--- src/rtl/serial_paralelo.sv ---
`default_nettype none
// ============================================================================
// Module   : serial_paralelo
// Brief    : Comma-aligned 1:8 deserializer; hunts 0xBC, syncs, strobes bytes.
// Revision : 1.0 - initial release
// ============================================================================
module serial_paralelo #(
  parameter int               WIDTH      = 8,
  parameter logic [WIDTH-1:0] COMMA      = 8'hBC,
  parameter int               SYNC_COUNT = 4
) (
  input  logic             clk_32f,
  input  logic             reset,
  input  logic             in_serial,
  output logic [WIDTH-1:0] out_paralelo,
  output logic             valid_out,
  output logic             active
);

  localparam int         c_CNT_W  = $clog2(WIDTH);
  localparam logic [1:0] c_HUNT    = 2'd0;
  localparam logic [1:0] c_ALIGNED = 2'd1;
  localparam logic [1:0] c_ACTIVE  = 2'd2;

  logic [1:0]         state_q,     state_d;
  logic [WIDTH-2:0]   shift_q;
  logic [c_CNT_W-1:0] bit_cnt_q,   bit_cnt_d;
  logic [3:0]         comma_cnt_q, comma_cnt_d;
  logic [WIDTH-1:0]   out_q,       out_d;
  logic               valid_q,     valid_d;
  logic               active_q,    active_d;

  logic [WIDTH-1:0]   cand;
  logic               is_comma;
  logic               last_bit;
  logic [3:0]         comma_inc;

  // cand is the byte whose LSB is being sampled at this edge
  assign cand      = {shift_q, in_serial};
  assign is_comma  = (cand == COMMA);
  assign last_bit  = (bit_cnt_q == c_CNT_W'(WIDTH - 1));
  assign comma_inc = comma_cnt_q + 4'd1;

  always_ff @(posedge clk_32f) begin
    if (reset) begin
      state_q     <= c_HUNT;
      shift_q     <= '0;
      bit_cnt_q   <= '0;
      comma_cnt_q <= '0;
      out_q       <= '0;
      valid_q     <= 1'b0;
      active_q    <= 1'b0;
    end else begin
      state_q     <= state_d;
      shift_q     <= cand[WIDTH-2:0];
      bit_cnt_q   <= bit_cnt_d;
      comma_cnt_q <= comma_cnt_d;
      out_q       <= out_d;
      valid_q     <= valid_d;
      active_q    <= active_d;
    end
  end

  always_comb begin
    state_d     = state_q;
    bit_cnt_d   = bit_cnt_q;
    comma_cnt_d = comma_cnt_q;
    case (state_q)
      c_HUNT: begin
        if (is_comma) begin
          comma_cnt_d = 4'd1;
          bit_cnt_d   = '0;
          state_d     = (SYNC_COUNT == 1) ? c_ACTIVE : c_ALIGNED;
        end
      end
      c_ALIGNED: begin
        bit_cnt_d = last_bit ? '0 : bit_cnt_q + 1'b1;
        if (last_bit) begin
          if (is_comma) begin
            comma_cnt_d = comma_inc;
            if (comma_inc == 4'(SYNC_COUNT)) begin
              state_d = c_ACTIVE;
            end
          end else begin
            comma_cnt_d = 4'd0;
            state_d     = c_HUNT;
          end
        end
      end
      c_ACTIVE: begin
        bit_cnt_d = last_bit ? '0 : bit_cnt_q + 1'b1;
      end
      default: begin
        state_d     = c_HUNT;
        bit_cnt_d   = '0;
        comma_cnt_d = 4'd0;
      end
    endcase
  end

  always_comb begin
    out_d    = out_q;
    valid_d  = 1'b0;
    active_d = (state_d == c_ACTIVE);
    if ((state_q == c_ACTIVE) && last_bit && !is_comma) begin
      out_d   = cand;
      valid_d = 1'b1;
    end
  end

  assign out_paralelo = out_q;
  assign valid_out    = valid_q;
  assign active       = active_q;

endmodule
`default_nettype wire

--- config.mk ---
export PLATFORM = sky130hd
export DESIGN_NAME = serial_paralelo
export DESIGN_NICKNAME = d
export VERILOG_FILES = /design/src/rtl/serial_paralelo.sv
export SDC_FILE = /design/constraint.sdc
export NUM_CORES = 1
export LEC_CHECK = 0
export CORE_AREA = 2 2 73 75
export CTS_BUF_LIST = sky130_fd_sc_hd__clkbuf_4 sky130_fd_sc_hd__clkbuf_8
export DETAILED_ROUTE_END_ITERATION = 8
export DIE_AREA = 0 0 75 77
export PLACE_DENSITY = 0.43
export SLEW_MARGIN = 10
export SYNTH_ARGS = -nofsm -noshare
export SYNTH_HDL_FRONTEND = slang
export SYNTH_SLANG_ARGS = --single-unit
--- constraint.sdc ---
create_clock -name clk_32f -period 4.22 [get_ports clk_32f]
set_clock_uncertainty 0.1 [all_clocks]
set_input_delay 0.844 -clock clk_32f [delete_from_list [all_inputs] [get_ports clk_32f]]
set_output_delay 0.844 -clock clk_32f [all_outputs]
set_load 0.005 [all_outputs]
Word level (Yosys, flattened, before mapping) --
Cells that the tools add are included.
Storage, ports and cells: logic and storage cells 37, input port bits 3, register bits 26
Operators by class: equal/unequal tests 8, multiplexer cells 13, reductions and logical operators 6, add/subtract/negate cells 2, bitwise operators 1
Operator list (number):
- two-way mux 4 bit | 3
- one-hot mux 4 bit (3 select lines) | 1
- == test 8 bit (second input constant) | 1
- two-way mux 2 bit | 4
- two-way mux 3 bit | 2
- one-hot mux 2 bit (3 select lines) | 1
- one-hot mux 3 bit (2 select lines) | 1
- adder 4 x 1 -> 4 bit (second input constant) | 1
- == test 2 bit (second input constant) | 2
- == test 4 x 3 -> 1 bit (second input constant) | 1
- inequality test 2 bit (second input constant) | 2
- adder 3 x 1 -> 3 bit (second input constant) | 1
- == test 3 bit (second input constant) | 1
- AND reduction 3 bit | 1
- == test 2 x 1 -> 1 bit (second input constant) | 1
- logical AND 1 bit | 2
- zero test 2 bit | 1
- OR reduction 2 bit | 1
- zero test 1 bit | 1
- two-way mux 1 bit | 1
- NOT 1 bit | 1

Longest topological paths before layout --
Gate-level depths: netlist of run 1.
word-level depth 7, gate-level depth with buffers 8

Worst setup path before layout of run 1 --
Ideal clock, no wire load.
path kind input to register, start in in_serial, end reg active_q, in the netlist active, arrival time 1.779 ns, path buffers 0, slack 2.226 ns, required time 4.005 ns, stages 5, path through nand4bb_4 -> nor2_2 -> a21oi_1 -> a211o_1 -> and2_1
Between the ends: longest elaborated chain between the ends 5, elaborated cells between the ends (all ways) 6
RTL lines:
- from (decl) | RTL line 14 | input logic in_serial,
- == test 8 bit * | RTL line 40 | assign is_comma = (cand == COMMA);
- two-way mux 2 bit | RTL line 79 | if (is_comma) begin
- two-way mux 2 bit | RTL line 78 | if (last_bit) begin
- one-hot mux 2 bit (3 select lines) * | RTL line 68 | case (state_q)
- == test 2 bit * | RTL line 104 | active_d = (state_d == c_ACTIVE);
- to (signal assigned) | RTL line 60 | active_q <= active_d;
- to (decl) | RTL line 31 | logic active_q, active_d;
Mark *: on every way between the ends. The rest lies on a longest branch, timed or not. A chain may end at the register's enable or synchronous reset.

Worst setup path in the final report of run 1 --
Same ends and word-level chain as after synthesis.

==> results of run 1 <==
per-layer routing:
layer,track usage (%),vias to the layer above
li1,-,447
met1,11.8,396
met3,2.10,5
met2,13.7,14
met4,3.21,0
met5,0,-
where the power goes:
| group | switching (mW) | internal [mW] |
|---|---|---|
| Combinational | 0.00464 | 0.00407 |
| Clock | 0.0833 | 0.127 |
| Sequential | 0.00122 | 0.247 |
| Total | 0.0891 | 0.378 |
how the worst min path moves through the flow:
stage                                from         endpoint  slack [ns]
after detailed placement  out_paralelo[0]  out_paralelo[0]        0.35
after CTS                 out_paralelo[0]  out_paralelo[0]        0.37
after global placement    out_paralelo[0]  out_paralelo[0]        0.35
after floorplan              bit_cnt_q[1]     bit_cnt_q[1]        0.34
final                     out_paralelo[0]  out_paralelo[0]        0.36
after global routing      out_paralelo[0]  out_paralelo[0]        0.38
per-stage QoR:
step                      cell area (sq um)  hold slack [ns]  power (mW)  setup WS [ns]
after floorplan                        1160            0.336       0.258           2.23
after global placement                 1360            0.346       0.262           1.65
after detailed placement               1360            0.350       0.262           1.65
after global routing                   1430            0.382       0.487           1.84
after CTS                              1430            0.365       0.475           1.94
final                                  1430            0.362       0.467           1.94
worst max-delay path, cell delays in order:
cell,delay (ns)
clkdlybuf4s50_1,0.45
nand4bb_4,0.25
nor2_2,0.26
a21oi_1,0.11
a211o_1,0.29
and2_1,0.15
cells in the final DEF, fill, tap and decap left out:
master,netlist,layout
dfxtp_1,26,26
clkdlybuf4s50_1,0,12
nand2_1,11,11
a21oi_1,11,11
nor2_1,10,10
ha_1,9,9
nor2b_1,8,8
nand3_1,8,8
mux2i_1,5,5
inv_1,3,3
and2_1,3,3
clkbuf_8,0,3
nand3_2,2,2
nand4_1,2,2
a31oi_1,2,2
xor2_1,2,2
nand4bb_4,1,1
nand4b_1,1,1
or2_4,1,1
o21ai_1,1,1
nor2_2,1,1
nor4_1,1,1
o21ai_2,1,1
or2_2,1,1
a221oi_2,1,1
a41o_1,1,1
a211o_1,1,1
nor4b_1,1,1
o211ai_1,1,1
o21ai_0,1,1
a211oi_1,1,1
bufinv_16,0,1
buf_4,0,1
layout make-up:
class / instances / share of cell area, %
clock buffers: 3 / 2.89
clock inverters: 1 / 2.11
inverters: 3 / 0.789
multi-input cells: 88 / 42.6
flip-flops and latches: 26 / 36.5
well taps: 70 / 6.14
repair buffers: 13 / 8.95
registers in the layout, summed over array words and instances (netlist names):
| register | cells |
|---|---|
| out_paralelo | 8 |
| shift_q | 7 |
| comma_cnt_q | 4 |
| bit_cnt_q | 3 |
| state_q | 2 |
| active | 1 |
| valid_out | 1 |
cells by family (layout without fill, tap and decap cells):
group	Yosys count	in the layout	synth area share, %
adder cells (fa/ha/maj)	9	9	9.74
XOR/XNOR	2	2	1.52
AND/OR/NAND/NOR	51	51	25.3
multiplexers	5	5	4.33
buffers and inverters	7	20	2.38
flip-flops	26	26	45.0
AO/OA/AOI/OAI	21	21	11.7
==> impl_metrics.env, run 1 <==
export IMPL_status="complete, no violations"
export IMPL_synth_area_per_cell_sq_um=9.55
export IMPL_coreArea_sq_um=4980
export IMPL_slew_headroom_pct=75.6
export IMPL_drc_errors=0
export IMPL_cts_tree="yes"
export IMPL_synth_top_flop_cell="dfxtp_1"
export IMPL_met3_length_microns=66
export IMPL_grt_pass1_wl_microns=3970
export IMPL_critPathCapture="active"
export IMPL_dp_cells=200
export IMPL_layout_drive_gt1_share_pct=9.70
export IMPL_wl_met1_microns=1120
export IMPL_yosysTopAreaCell="dfxtp_1"
export IMPL_r2r_start="bit_cnt_q[0]"
export IMPL_synth_top_area_share_pct=45.0
export IMPL_h_tree_depth=1
export IMPL_p_leak_nw=0.529
export IMPL_final_util_pct=28.7
export IMPL_reg2reg_depth=6
export IMPL_start_util_pct=23.2
export IMPL_hold_depth=2
export IMPL_clock_sinks=26
export IMPL_yosysSeqAreaShare_pct=45.0
export IMPL_synth_seq_cells=26
export IMPL_postCtsSetupBuffers=0
export IMPL_max_freq_mhz=439
export IMPL_syn_nets=133
export IMPL_rr_endpoint="active"
export IMPL_ios=13
export IMPL_startpoint="in_serial"
export IMPL_numCtsBuffers=3
export IMPL_fillers=536
export IMPL_ys_top_cells_by_area="dfxtp_1, ha_1, a21oi_1"
export IMPL_n_antenna_cell=0
export IMPL_seqCellArea_sq_um=520
export IMPL_rsz0062_at_grt="no"
export IMPL_synthToLayoutAreaGrowth_pct=23.4
export IMPL_critPathMaxFanout=6
export IMPL_cts_clk_slew_worst_paths_ns=0.09
export IMPL_io_buffers=12
export IMPL_multi_input_area_sq_um=608
export IMPL_irDropWorstVdd_v=0.000163
export IMPL_cp_end_kind="flop"
export IMPL_grtUsageTotal_pct=8.86
export IMPL_cap_violations=0
export IMPL_cts_root_buf="clkbuf_8"
export IMPL_postRouteAntennaNets=0
export IMPL_via_count=862
export IMPL_worstPathRequired_ns=4.30
export IMPL_p_per_area_nw_per_um2=327
export IMPL_setup_viol=0
export IMPL_drt_vias_per_instance=4.23
export IMPL_wl_per_cell_microns=10.9
export IMPL_start_kind="primary input"
export IMPL_antenna_found_initial=0
export IMPL_hold_viol_final=0
export IMPL_drtPass1Iterations=4
export IMPL_top_layer="met4"
export IMPL_synth_common_cells="dfxtp_1, a21oi_1, nand2_1"
export IMPL_crit_arrival_ns=2.36
export IMPL_synth_async_reset_ratio_pct=0
export IMPL_syn_cell_area_sq_um=1160
export IMPL_synth_edf_count=0
export IMPL_post_cts_resized=0
export IMPL_die_y_microns=77
export IMPL_core_rowCount=26
export IMPL_setup_tns_ns=0
export IMPL_cts_hold_buffers=0
export IMPL_worstMarginPinSlew_ns=0.364
export IMPL_drtIter0Drc=38
export IMPL_routed_wl_microns=2230
export IMPL_insertion_delay_ns=0.27
export IMPL_final_cells=204
export IMPL_hold_class="reg2reg"
export IMPL_wl_met2_microns=1010
export IMPL_layout_nets=147
export IMPL_clockBufferDepth=2
export IMPL_die_area_sq_um=5780
export IMPL_synthCells=121
export IMPL_dp_hpwl_microns=1610
export IMPL_die_w_microns=75
export IMPL_ys_warn_count=0
export IMPL_gr_total_overflow=0
export IMPL_yosysMostFrequentCell="dfxtp_1"
export IMPL_slew_viol_final=0
export IMPL_globalplace_congestion=0.749
export IMPL_reg2reg_setup_slack_ns=2.39
export IMPL_yosysUniqueCellTypes=31
export IMPL_fin_crit_ns=2.28
export IMPL_grt_max_degree=26
export IMPL_worst_setup_path_type="in2reg"
export IMPL_period_share_pct=54.0
export IMPL_grt_pass1_vias=877
No activity file was read; power rests on OpenSTA's default activity.
==> run 2, diff against run 1 <==
clock period = 2.1 ns   (was 4.22 ns; I/O delays follow)
==> run 2 against run 1 <==
  * Routed wire length up 4.4%
  * Critical endpoint unchanged
  * Register-to-register slack worse by 2.1 ns
  * Non-clock buffer count up 4
==> impl_metrics.env, run 2 (synthesis gave the netlist of run 1 again) <==
export IMPL_status="complete, no violations"
export IMPL_rsz0062_at_grt="no"
export IMPL_critPathMaxFanout=8
export IMPL_max_freq_mhz=547
export IMPL_setup_viol=0
export IMPL_largest_reg_flops=8
export IMPL_slew_headroom_pct=76.4
export IMPL_hold_end="out_paralelo[1]"
export IMPL_start_util_pct=23.2
export IMPL_irDropWorstVdd_v=0.000303
export IMPL_die_area_sq_um=5780
export IMPL_drtPass1Iterations=2
export IMPL_critPathSlowestCell="dfxtp_1"
export IMPL_p_leak_nw=0.550
export IMPL_cts_clk_slew_worst_paths_ns=0.09
export IMPL_grt_pass1_vias=892
export IMPL_hold_class="reg2reg"
export IMPL_hold_depth=2
export IMPL_n_antenna_cell=0
export IMPL_postRouteAntennaNets=0
export IMPL_clock_sinks=26
export IMPL_die_y_microns=77
export IMPL_reg2reg_depth=5
export IMPL_slowest_delay_ns=0.43
export IMPL_gr_total_overflow=0
export IMPL_crit_arrival_ns=1.90
export IMPL_period_share_pct=87.1
export IMPL_postCtsSetupBuffers=0
export IMPL_cap_violations=0
export IMPL_insertion_delay_ns=0.27
export IMPL_worst_setup_path_type="reg2reg"
export IMPL_routed_wl_microns=2320
export IMPL_final_cells=208
export IMPL_path_cells="ha_1 > nor2_1 > a41o_1 > a211o_1 > and2_1"
export IMPL_numCtsBuffers=3
export IMPL_r2r_start="state_q[1]"
export IMPL_h_tree_depth=1
export IMPL_p_per_area_nw_per_um2=638
export IMPL_clockBufferDepth=2
export IMPL_design_area_sq_um=1460
export IMPL_layout_drive_gt1_share_pct=12.3
export IMPL_synthToLayoutAreaGrowth_pct=26.0
export IMPL_wl_per_cell_microns=11.2
export IMPL_die_w_microns=75
export IMPL_grt_pass1_wl_microns=4110
export IMPL_fin_ws_ns=0.271
export IMPL_final_common_cell="dfxtp_1"
export IMPL_dpl_worst_slack_ns=0.00355
export IMPL_hold_worst_slack_ns=0.359
export IMPL_core_rowCount=26
export IMPL_rr_endpoint="active"
export IMPL_slew_viol_final=0
export IMPL_antenna_found_initial=0
export IMPL_hold_viol_final=0
export IMPL_hold_path_startpoint="out_paralelo[1]"
export IMPL_io_buffers=12
export IMPL_drtIter0Drc=20
export IMPL_final_util_pct=29.3
export IMPL_cp_end_kind="flop"
export IMPL_drc_errors=0
export IMPL_place_area_sq_um=1390
export IMPL_layout_nets=151
export IMPL_start_kind="flop"
export IMPL_cts_root_buf="clkbuf_8"
export IMPL_post_cts_resized=0
export IMPL_grtUsageTotal_pct=8.89
export IMPL_ios=13
export IMPL_dp_cells=204
export IMPL_fin_total_pwr_mw=0.929
export IMPL_via_count=884
export IMPL_globalplace_congestion=0.724
export IMPL_cts_hold_buffers=0
export IMPL_reg2reg_setup_slack_ns=0.27
export IMPL_fin_crit_ns=1.83
export IMPL_setup_tns_ns=0
export IMPL_worstPathRequired_ns=2.17
export IMPL_grt_max_degree=25
export IMPL_drt_vias_per_instance=4.25
export IMPL_fillers=523
export IMPL_worstMarginPinSlew_ns=0.354
export IMPL_dp_hpwl_microns=1770
export IMPL_cts_tree="yes"
export IMPL_mostFrequentLayoutCells="dfxtp_1, clkdlybuf4s50_1, nand2_1, a21oi_1, nor2_1"
export IMPL_coreArea_sq_um=4980
-- run 2: cell count changes in the layout (fill, tap and decap cells not counted), sizes merged --
| cell | before | now |
|---|---|---|
| buf | 1 | 5 |
-- run 2: worst max-delay path: cells and delay by family, from the launching register on --
family                   cells  cell delay (ns)
adder cells (fa/ha/maj)      1             0.40
flip-flops                   1             0.43
AND/OR/NAND/NOR              2             0.30
AO/OA/AOI/OAI                2             0.49
-- run 2: report_power, final --
part	switching (mW)	total, mW	internal, mW	leakage [nW]
Combinational	0.00944	0.0188	0.00933	0.304
Sequential	0.00260	0.498	0.496	0.210
Clock	0.157	0.412	0.255	0.0357
Total	0.169	0.929	0.760	0.550
-- run 2: layer usage --
layer	routed length, microns	part of all wire, %	global-route usage (%)	vias up
met1	1130	49	11.8	415
met4	23	0.99	3.21	0
li1	-	-	-	454
met5	0	0	0	-
met2	1100	47	14.1	11
met3	66	2.8	1.58	4
-- run 2: worst max path at each step --
| stage | from | cells after the start | slack [ns] | end |
|---|---|---|---|---|
| final | state_q[1] | 5 | 0.27 | active |
| after global routing | state_q[1] | 5 | 0.18 | active |
| after detailed placement | in_serial | 6 | 0.004 | out_paralelo[2] |
| after floorplan | bit_cnt_q[0] | 7 | 0.38 | active |
| after CTS | state_q[1] | 5 | 0.27 | active |
| after global placement | in_serial | 6 | 0.03 | out_paralelo[2] |
-- run 2: layout make-up --
class | count | area, sq um | share of cell area, %
inverter | 3 | 11.3 | 0.773
clock inverter | 1 | 30.0 | 2.06
timing repair buffer | 17 | 158 | 10.8
multi-input combinational | 88 | 608 | 41.8
sequential | 26 | 520 | 35.7
clock buffer | 3 | 41.3 | 2.84
tap | 70 | 87.6 | 6.01
